## config.mk

```make
export PLATFORM = sky130hd
export DESIGN_NAME = baud_gen_frac
export DESIGN_NICKNAME = d
export VERILOG_FILES = /design/src/rtl/baud_gen_frac.sv
export SDC_FILE = /design/constraint.sdc
export NUM_CORES = 1
export LEC_CHECK = 0
export ABC_AREA = 1
export BUFFER_PORTS_ARGS = -buffer_cell sky130_fd_sc_hd__clkbuf_2
export CAP_MARGIN = 25
export CORE_UTILIZATION = 43
export CTS_CLUSTER_DIAMETER = 150
export DETAILED_ROUTE_END_ITERATION = 10
export PLACE_DENSITY = 0.71
export SYNTH_ARGS = -nofsm -noshare
export SYNTH_HDL_FRONTEND = slang
export SYNTH_SLANG_ARGS = --single-unit
```

## constraint.sdc

```tcl
create_clock -name clk -period 3.5 [get_ports clk]
set_input_delay 0.175 -clock clk [delete_from_list [all_inputs] [get_ports clk]]
set_output_delay 0.175 -clock clk [all_outputs]
set_load 0.05 [all_outputs]
```

## src/rtl/baud_gen_frac.sv

```systemverilog
// baud_gen_frac: runtime-programmable fractional-N baud generator.
// A cycle counter runs for len_q clocks per oversample period; a FRAC_W-bit
// accumulator adds the divisor fraction once per period and its carry
// stretches the following period by one clock, so the mean period is
// int + frac/2^FRAC_W clocks.
// Ports:
//   clk       system clock, rising edge
//   rst_n     synchronous reset, active low
//   en        count enable; 0 freezes the phase
//   div_load  1-cycle strobe: load div_in and restart the phase
//   div_in    {int[INT_W-1:0], frac[FRAC_W-1:0]} clocks per ovs tick
//   sync_clr  1-cycle strobe: restart the phase (RX start-bit edge)
//   ovs_tick  1-cycle pulse at OVS x baud
//   baud_tick 1-cycle pulse at baud, coincident with every OVS-th ovs_tick
//   div_cur   active divisor register (raw loaded value, unclamped)
module baud_gen_frac #(
    parameter int unsigned SYS_CLK = 100_000_000,
    parameter int unsigned BAUD    = 9600,
    parameter int unsigned OVS     = 16,
    parameter int unsigned INT_W   = 16,
    parameter int unsigned FRAC_W  = 4
) (
    input  logic                    clk,
    input  logic                    rst_n,
    input  logic                    en,
    input  logic                    div_load,
    input  logic [INT_W+FRAC_W-1:0] div_in,
    input  logic                    sync_clr,
    output logic                    ovs_tick,
    output logic                    baud_tick,
    output logic [INT_W+FRAC_W-1:0] div_cur
);
    localparam int unsigned DW  = INT_W + FRAC_W;
    localparam int unsigned OCW = (OVS > 1) ? $clog2(OVS) : 1;
    localparam logic [63:0] DEF_DIV64 = (64'(SYS_CLK) << FRAC_W) / (64'(BAUD) * 64'(OVS));
    localparam logic [DW-1:0] DEF_DIV = DEF_DIV64[DW-1:0];

    logic [DW-1:0]    div_q;
    logic [INT_W-1:0] cnt;
    logic [INT_W:0]   len_q;   // one extra bit so full-scale int + carry never wraps
    logic [FRAC_W-1:0] facc;
    logic [OCW-1:0]   ocnt;

    logic [INT_W-1:0]  int_q;
    logic [FRAC_W-1:0] frac_q;
    logic [FRAC_W:0]   facc_sum;
    logic              term;
    logic              last_ovs;

    // Periods shorter than 2 clocks cannot produce distinct 1-cycle pulses.
    function automatic logic [INT_W:0] clamp_len(input logic [INT_W-1:0] iv);
        return (iv < INT_W'(2)) ? (INT_W+1)'(2) : {1'b0, iv};
    endfunction

    always_comb begin
        int_q    = div_q[DW-1:FRAC_W];
        frac_q   = div_q[FRAC_W-1:0];
        facc_sum = {1'b0, facc} + {1'b0, frac_q};
        term     = ({1'b0, cnt} == (len_q - (INT_W+1)'(1)));
        last_ovs = (ocnt == OCW'(OVS - 1));
    end

    always_ff @(posedge clk) begin
        if (!rst_n) begin
            div_q     <= DEF_DIV;
            cnt       <= '0;
            facc      <= '0;
            ocnt      <= '0;
            len_q     <= clamp_len(DEF_DIV[DW-1:FRAC_W]);
            ovs_tick  <= 1'b0;
            baud_tick <= 1'b0;
        end else if (div_load) begin
            div_q     <= div_in;
            cnt       <= '0;
            facc      <= '0;
            ocnt      <= '0;
            len_q     <= clamp_len(div_in[DW-1:FRAC_W]);
            ovs_tick  <= 1'b0;
            baud_tick <= 1'b0;
        end else if (sync_clr) begin
            cnt       <= '0;
            facc      <= '0;
            ocnt      <= '0;
            len_q     <= clamp_len(int_q);
            ovs_tick  <= 1'b0;
            baud_tick <= 1'b0;
        end else if (en) begin
            ovs_tick  <= term;
            baud_tick <= term & last_ovs;
            if (term) begin
                cnt   <= '0;
                facc  <= facc_sum[FRAC_W-1:0];
                // Carry out of the fraction lengthens the next period by one clock.
                len_q <= clamp_len(int_q) + (INT_W+1)'(facc_sum[FRAC_W]);
                ocnt  <= last_ovs ? '0 : ocnt + OCW'(1);
            end else begin
                cnt <= cnt + INT_W'(1);
            end
        end else begin
            // Phase holds; ticks only ever follow an enabled terminal count.
            ovs_tick  <= 1'b0;
            baud_tick <= 1'b0;
        end
    end

    assign div_cur = div_q;
endmodule

```

==> metrics.md, run 1 <==
| Metric | Value |
|---|---|
| Critical R2R Capture | `len_q[14]$_SDFFE_PN0P_` |
| Pins Over Slew Limit | `0` |
| Drt pass-1 iters | `4` |
| Area delta synth->final | `11.1%` |
| GPL Wtd Cong | `around 0.9` |
| Non-Filler Instances | `slightly below 800` |
| Comb power frac | `~18%` |
| Setup violators final | `0` |
| Crit. path cell count | `14` |
| # resized after CTS | `0` |
| Worst path bufs/invs | `1` |
| Post-synth top area share | `31.9%` |
| Crit end category | `flop` |
| Placed cell areas | `~4200 sq um` |
| Nets | `696` |
| Chip height | `just under 100 um` |
| Clock Sinks | `between 60 and 70` |
| Int Power | `0.00110 W` |
| Die Wd | `roughly 100 um` |
| Cell row count | `34` |
| Status | `finished, final reports clean` |
| First-pass GRT wire length | `15800 um` |
| Endpoints failing hold | `0` |
| Synth cell types | `37` |
| Hold WC Path Type | `in2reg` |
| Clock network power share | `approximately a third` |
| Gate Count Post-Synth | `619` |
| Drt first-iter violations | `about 130` |
| Type of the worst setup path | `reg2reg` |
| Sequential Power Share | `48.2%` |
| Post-Layout Inst Area | `roughly 4400 sq um` |
| R2r setup slk | `roughly 700 ps` |
| Largest net degree at the start of global routing | `32` |
| Tightest Pin Transition | `roughly 900 ps` |
| Slowest stage cell, crit path | `fa_1` |
| WL/cell | `about 12 um` |
| Worst rel slew slack | `approximately two fifths` |
| Syn Area/Cell | `~6.4 sq um` |
| I/O pin cnt | `47` |
| CP endpoint | `len_q[14]$_SDFFE_PN0P_` |
| Power per cell area | `approximately 370 nW/um^2` |
| Vias in the first global route | `between 3000 and 4000` |
| ANT cells | `0` |
| Post-layout minimum cycle time | `roughly 2800 ps` |
| Synth area leaders | `dfxtp_1 (32%), nand2_1 (18%), nor2_1 (7.9%)` |
| Critical Path AT | `roughly 3000 ps` |
| CTS tree | `yes` |
| Aggregate global routing overflow | `0` |
| Cts bufs inserted | `9` |
| Drt via density | `about 5` |
| Slowest stage delay, CP | `400 ps` |
| Post-CTS setup buffers | `0` |
| Layout cells sized above 1 | `between 10 and 15%` |
| Latest clock arrival within the worst-skew pair | `approximately 350 ps` |
| Reg-to-reg critical path startpoint | `div_cur[0]$_SDFFE_PN0P_` |
| Total track usage | `between 20% and 30%` |
| Vias | `between 3000 and 4000` |
| Part of the Yosys area used for sequential elements | `31.9%` |
| Clock-pin slew of the registers on the worst-case setup and hold paths | `70 ps` |
| MaxCap Viol Count | `0` |
| Fill cell count | `940` |
| Post-Route Skew | `roughly 7.1 ps` |
| Crit-path leading delay family | `adder cells` |
| Sw Ratio | `about a third` |
| Largest area contributor in the netlist | `dfxtp_1` |
| I/O Buffers | `46` |
| RSZ-0062 raised after global routing | `false` |
| Fin crit share | `80.1%` |
| HPWL Detailed | `~7000 um` |
| Leakage | `a little over 2 nW` |
| Post-route ant nets | `0` |
| Peak supply drop | `approximately 0.22 mV` |
| #FFs+latches synth | `63` |
| Starting density of the core | `between 40% and 50%` |
| Crit path launch | `div_cur[0]$_SDFFE_PN0P_` |
| P_sw | `around 0.00052 W` |
| Syn. warnings | `0` |
| DP Cell Count | `758` |
| Cell breakdown of the critical path | `ha_1 > inv_1 > fa_1 > o21ai_0 > ha_1 > ha_1 > nand3_1 > nor4_1 > nand2_1 > xor2_1 > a21boi_0 > nand2_1 > nand2_1 > nor2_1` |
| Core footprint | `8810 sq um` |
| Initial antenna violation count | `0` |
| Setup crit start kind | `flop` |
| R2R cell count | `14` |
| Bufs on Longest Clock Path | `2` |
| Cell Area, Synth | `around 3900 sq um` |
| Htree depth | `3` |
| Net count after synthesis | `approximately 650` |
| Critical Path Fanout Max | `4` |
| TNS Setup | `0 ps` |
| # DRC | `0` |
| Post-Route WL | `just over 9000 um` |
| Max Fclk | `roughly 0.36 GHz` |
| Clk root buf | `clkbuf_8` |
| Worst Path Required | `between 3000 and 4000 ps` |
| CTS Hold Bufs | `0` |
| DIE AREA | `9570 sq um` |
## cells in the final DEF, fill, tap and decap left out, types with 3 or more instances in the layout
cell        n
nand2_1   192
nor2_1     83
inv_1      67
dfxtp_1    63
clkbuf_2   46
nand3_1    44
a21oi_1    23
o21ai_0    21
xor2_1     16
nor2_2     13
nor3_1     10
clkbuf_8   10
ha_1        9
xnor2_1     7
nand3_2     6
nand3b_1    6
nand4_1     6
nor4_1      6
o21ai_1     5
nand2_2     4
nor2_4      3
a31oi_1     3
clkinv_2    3
## metal layers
layer | global-route usage [%] | wire, um
met5 | 0 | 0
met4 | 5.36 | 104
met3 | 4.01 | 446
met2 | 33.8 | 4320
met1 | 26.4 | 4350
## cells by family after synthesis
| family | count (synthesis) | share of synthesized area [%] |
|---|---|---|
| AO/OA/AOI/OAI | 57 | 7.70 |
| XOR/XNOR | 23 | 5.10 |
| AND/OR/NAND/NOR | 380 | 42.7 |
| adder cells (fa/ha/maj) | 10 | 3.36 |
| flip-flops | 63 | 31.9 |
| buffers and inverters | 86 | 9.22 |
## metrics by stage
step	hold slack [ps]	util [%]	worst slack (ps)	power, W
5_1_grt	60.9	49.8	330	0.00171
6_report	49.0	49.8	696	0.00163
4_1_cts	45.0	49.8	713	0.00164
3_5_place_dp	405	48.0	745	0.00108
2_1_floorplan	302	-	631	0.00101
3_3_place_gp	400	48.0	829	0.00108
## how the worst min path moves through the flow
| stage | from | to | cells past startpoint |
|---|---|---|---|
| floorplan | div_in[4] | div_cur[4]$_SDFFE_PN1P_ | 2 |
| global placement | div_in[3] | div_cur[3]$_SDFFE_PN0P_ | 3 |
| detailed placement | div_in[3] | div_cur[3]$_SDFFE_PN0P_ | 3 |
| CTS | div_in[3] | div_cur[3]$_SDFFE_PN0P_ | 3 |
| global route | div_in[2] | div_cur[2]$_SDFFE_PN0P_ | 3 |
| finish | div_in[3] | div_cur[3]$_SDFFE_PN0P_ | 3 |
## synthesized netlist by cell type (all sizes together)
cell type	count
nor3b	2
nor4	6
o311ai	1
a21boi	1
nand3b	6
inv	70
nor3	10
buf	8
nand4	6
xnor2	7
o21ai	26
and3	2
o211ai	1
a21oi	23
ha	9
nand3	51
o2111ai	1
dfxtp	63
nand2	197
a22oi	1
fa	1
a31oi	3
clkbuf	8
and2	1
xor2	16
nor2	99
## state kept, by name, indices dropped and copies added (netlist names)
register   count
ovs_tick       1
baud_tick      1
len_q         17
cnt           16
div_cur       20
facc           4
ocnt           4
## worst register-to-register path, delay by kind of cell, from the launching register on
kind                     cells  cell delay, ps
AND/OR/NAND/NOR              6             790
XOR/XNOR                     1             160
buffers and inverters        1              60
flip-flops                   1             370
AO/OA/AOI/OAI                2             350
adder cells (fa/ha/maj)      4            1000
## area by class of cell
class / instances / area (sq um) / area share, %
multi-input combinational: 470 / 2320 / 53.0
sequential: 63 / 1260 / 28.8
inverter: 70 / 265 / 6.05
timing repair buffer: 47 / 238 / 5.42
clock buffer: 11 / 141 / 3.22
tap: 108 / 135 / 3.08
clock inverter: 4 / 22.5 / 0.513
## power by group through the flow
stage	sequential [W]	clock (W)	combinational, W
final	0.000784	0.000558	0.000286
after global routing	0.000789	0.000604	0.000319
after CTS	0.000783	0.000570	0.000286
after detailed placement	0.000800	0	0.000285
after global placement	0.000798	0	0.000279
after floorplan	0.000839	0	0.000176
Note: power is estimated with default switching activity, not from simulation.
==> inputs of run 2 (changes only) <==
Settings changed: PLACE_DENSITY 0.71 to 0.73.
Clock period 3.5 ns to 2.5 ns, I/O delays scaled along.
==> metrics.md, run 2 (synthesis results as in run 1) <==
| Metric | Value |
|---|---|
| Tightest Pin Transition | `618 ps (-296 ps)` |
| Total track usage | `20.5% (+0.34 points)` |
| R2R cell count | `16 (+2)` |
| Nets | `716 (+2.9%)` |
| Hold WC Path Type | `in2reg` |
| Latest clock arrival within the worst-skew pair | `350 ps (about the same)` |
| DIE AREA | `9570 sq um (unchanged)` |
| Htree depth | `3 (unchanged)` |
| Vias | `4035 (+3.4%)` |
| Max Fclk | `0.421 GHz (+18%)` |
| Non-Filler Instances | `794 (+2.7%)` |
| Crit end category | `flop` |
| DP Cell Count | `774 (+2.1%)` |
| Drt first-iter violations | `183 (+46%)` |
| Hold path depth | `3 (unchanged)` |
| Fin crit share | `94.9% (+15 points)` |
| Endpoints failing hold | `0 (unchanged)` |
| Area delta synth->final | `17.0%` |
| Peak supply drop | `0.315 mV (+43%)` |
| Worst Path Required | `2790 ps (-950 ps)` |
| Die Wd | `97.8 um (unchanged)` |
| Starting density of the core | `44.8% (unchanged)` |
| WL/cell | `11.9 um (-0.37%)` |
| Status | `finished, final reports clean` |
| CTS tree | `yes` |
| I/O Buffers | `46 (unchanged)` |
| GPL Wtd Cong | `0.913 (+4.1%)` |
| Leakage | `2.15 nW (+5.3%)` |
| Drt via density | `5.08 (+0.70%)` |
| Vias in the first global route | `3631 (+3.5%)` |
| Pins Over Slew Limit | `0 (unchanged)` |
| Chip height | `97.8 um (unchanged)` |
| Layout cells sized above 1 | `17.8% (+3.9 points)` |
| Critical Path AT | `2660 ps (-380 ps)` |
| Core footprint | `8810 sq um (unchanged)` |
| Commonest non-fill, non-tap cell in the layout | `nand2_1` |
| Critical Path Fanout Max | `4 (unchanged)` |
| Drt pass-1 iters | `5 (+1)` |
| Clock-pin slew of the registers on the worst-case setup and hold paths | `80 ps (about the same)` |
| Clock Sinks | `63 (unchanged)` |
| Setup crit start kind | `flop` |
| Place WS | `-85.6 ps (-830 ps)` |
| Type of the worst setup path | `reg2reg` |
| Post-route ant nets | `0 (unchanged)` |
| Worst rel slew slack | `58.7% (+20 points)` |
| ANT cells | `0 (unchanged)` |
| Area of the multi-input gates | `2380 sq um (+2.4%)` |
| Post-Route WL | `9440 um (+2.3%)` |
| # DRC | `0 (unchanged)` |
| Setup violators final | `0 (unchanged)` |
| Post-layout util | `52.4% (+2.6 points)` |
| Commonest non-fill, non-tap cells in the layout | `nand2_1 (192), nor2_1 (82), inv_1 (67)` |
| Power per cell area | `502 nW/um^2 (+35%)` |
| Bufs on Longest Clock Path | `2 (unchanged)` |
| Post-Route Skew | `14.4 ps (+7.28 ps)` |
| Max FFs per register | `20 (unchanged)` |
| Register area | `1270 sq um (+0.69%)` |
| Overall power | `0.00232 W (+42%)` |
| Largest net degree at the start of global routing | `27 (-16%)` |
| RSZ-0062 raised after global routing | `true` |
| I/O pin cnt | `47 (unchanged)` |
| Final WS setup | `128 ps (-568 ps)` |
| Post-layout minimum cycle time | `2370 ps (-432 ps)` |
| Aggregate global routing overflow | `0 (unchanged)` |
| Initial antenna violation count | `0 (unchanged)` |
| Cell row count | `34 (unchanged)` |
| Cts bufs inserted | `9 (unchanged)` |
| Clk root buf | `clkbuf_8` |
| First-pass GRT wire length | `16000 um (+1.4%)` |
| Fill cell count | `861 (-8.4%)` |
| HPWL Detailed | `7270 um (+3.6%)` |
| MaxCap Viol Count | `0 (unchanged)` |
[run 2: cell type report]
| cell class | instances | share of cell area (%) |
|---|---|---|
| clock buffer | 11 | 3.06 |
| clock inverter | 5 | 0.732 |
| timing repair buffer | 67 | 8.51 |
| tap | 108 | 2.93 |
| multi-input combinational | 470 | 51.5 |
| sequential | 63 | 27.5 |
| inverter | 70 | 5.74 |
[run 2: report_power, final]
group,total (W),switching (W),internal (W)
logic,0.000433,0.000290,0.000143
registers,0.00109,0.0000425,0.00104
clock network,0.000798,0.000413,0.000385
total,0.00232,0.000745,0.00157
[run 2: per-layer routing]
| metal | global-route usage, % | wire [um] | vias up |
|---|---|---|---|
| li1 | - | - | 2094 |
| met1 | 26.5 | 4310 | 1803 |
| met2 | 33.5 | 4390 | 121 |
| met3 | 3.44 | 548 | 17 |
| met4 | 9.44 | 186 | 0 |
| met5 | 0 | 0 | - |
[run 2: metrics by stage]
step | area, sq um | hold WS (ps) | setup TNS, ps
detailed placement | 4380 | 355 | -96.9
global placement | 4380 | 346 | 0
CTS | 4580 | 5.07 | 0
floorplan | 3980 | 252 | 0
global route | 4620 | 20.8 | -119
finish | 4620 | 8.86 | 0
[run 2: worst paths after layout]
kind	slack [ps]	to	startpoint
setup / recovery	130	len_q[12]$_SDFFE_PN0P_	div_cur[0]$_SDFFE_PN0P_
hold / removal	9	div_cur[4]$_SDFFE_PN1P_	div_in[4]
setup reg to reg	130	len_q[12]$_SDFFE_PN0P_	div_cur[0]$_SDFFE_PN0P_
hold reg to reg	470	ocnt[1]$_SDFFE_PP0P_	ocnt[1]$_SDFFE_PP0P_
[run 2: repair_timing]
item,4_1_cts,5_1_grt
resized for setup,2,6
endpoints found under the hold margin,2,0
setup endpoints to repair,3,5
pin swaps,1,5
buffers inserted,0,2
hold buffers,2,0
[run 2: worst max-delay path: stages, from the launching register on]
cell	delay, ps
dfxtp_4	370
ha_4	130
inv_1	50
fa_2	340
o21ai_2	120
ha_2	210
ha_4	150
nand4_1	130
nor2_2	210
nand3_2	130
a21oi_1	130
o21ai_1	80
nand2_1	60
inv_1	30
nand2_1	50
nand2_1	50
nor2_1	80
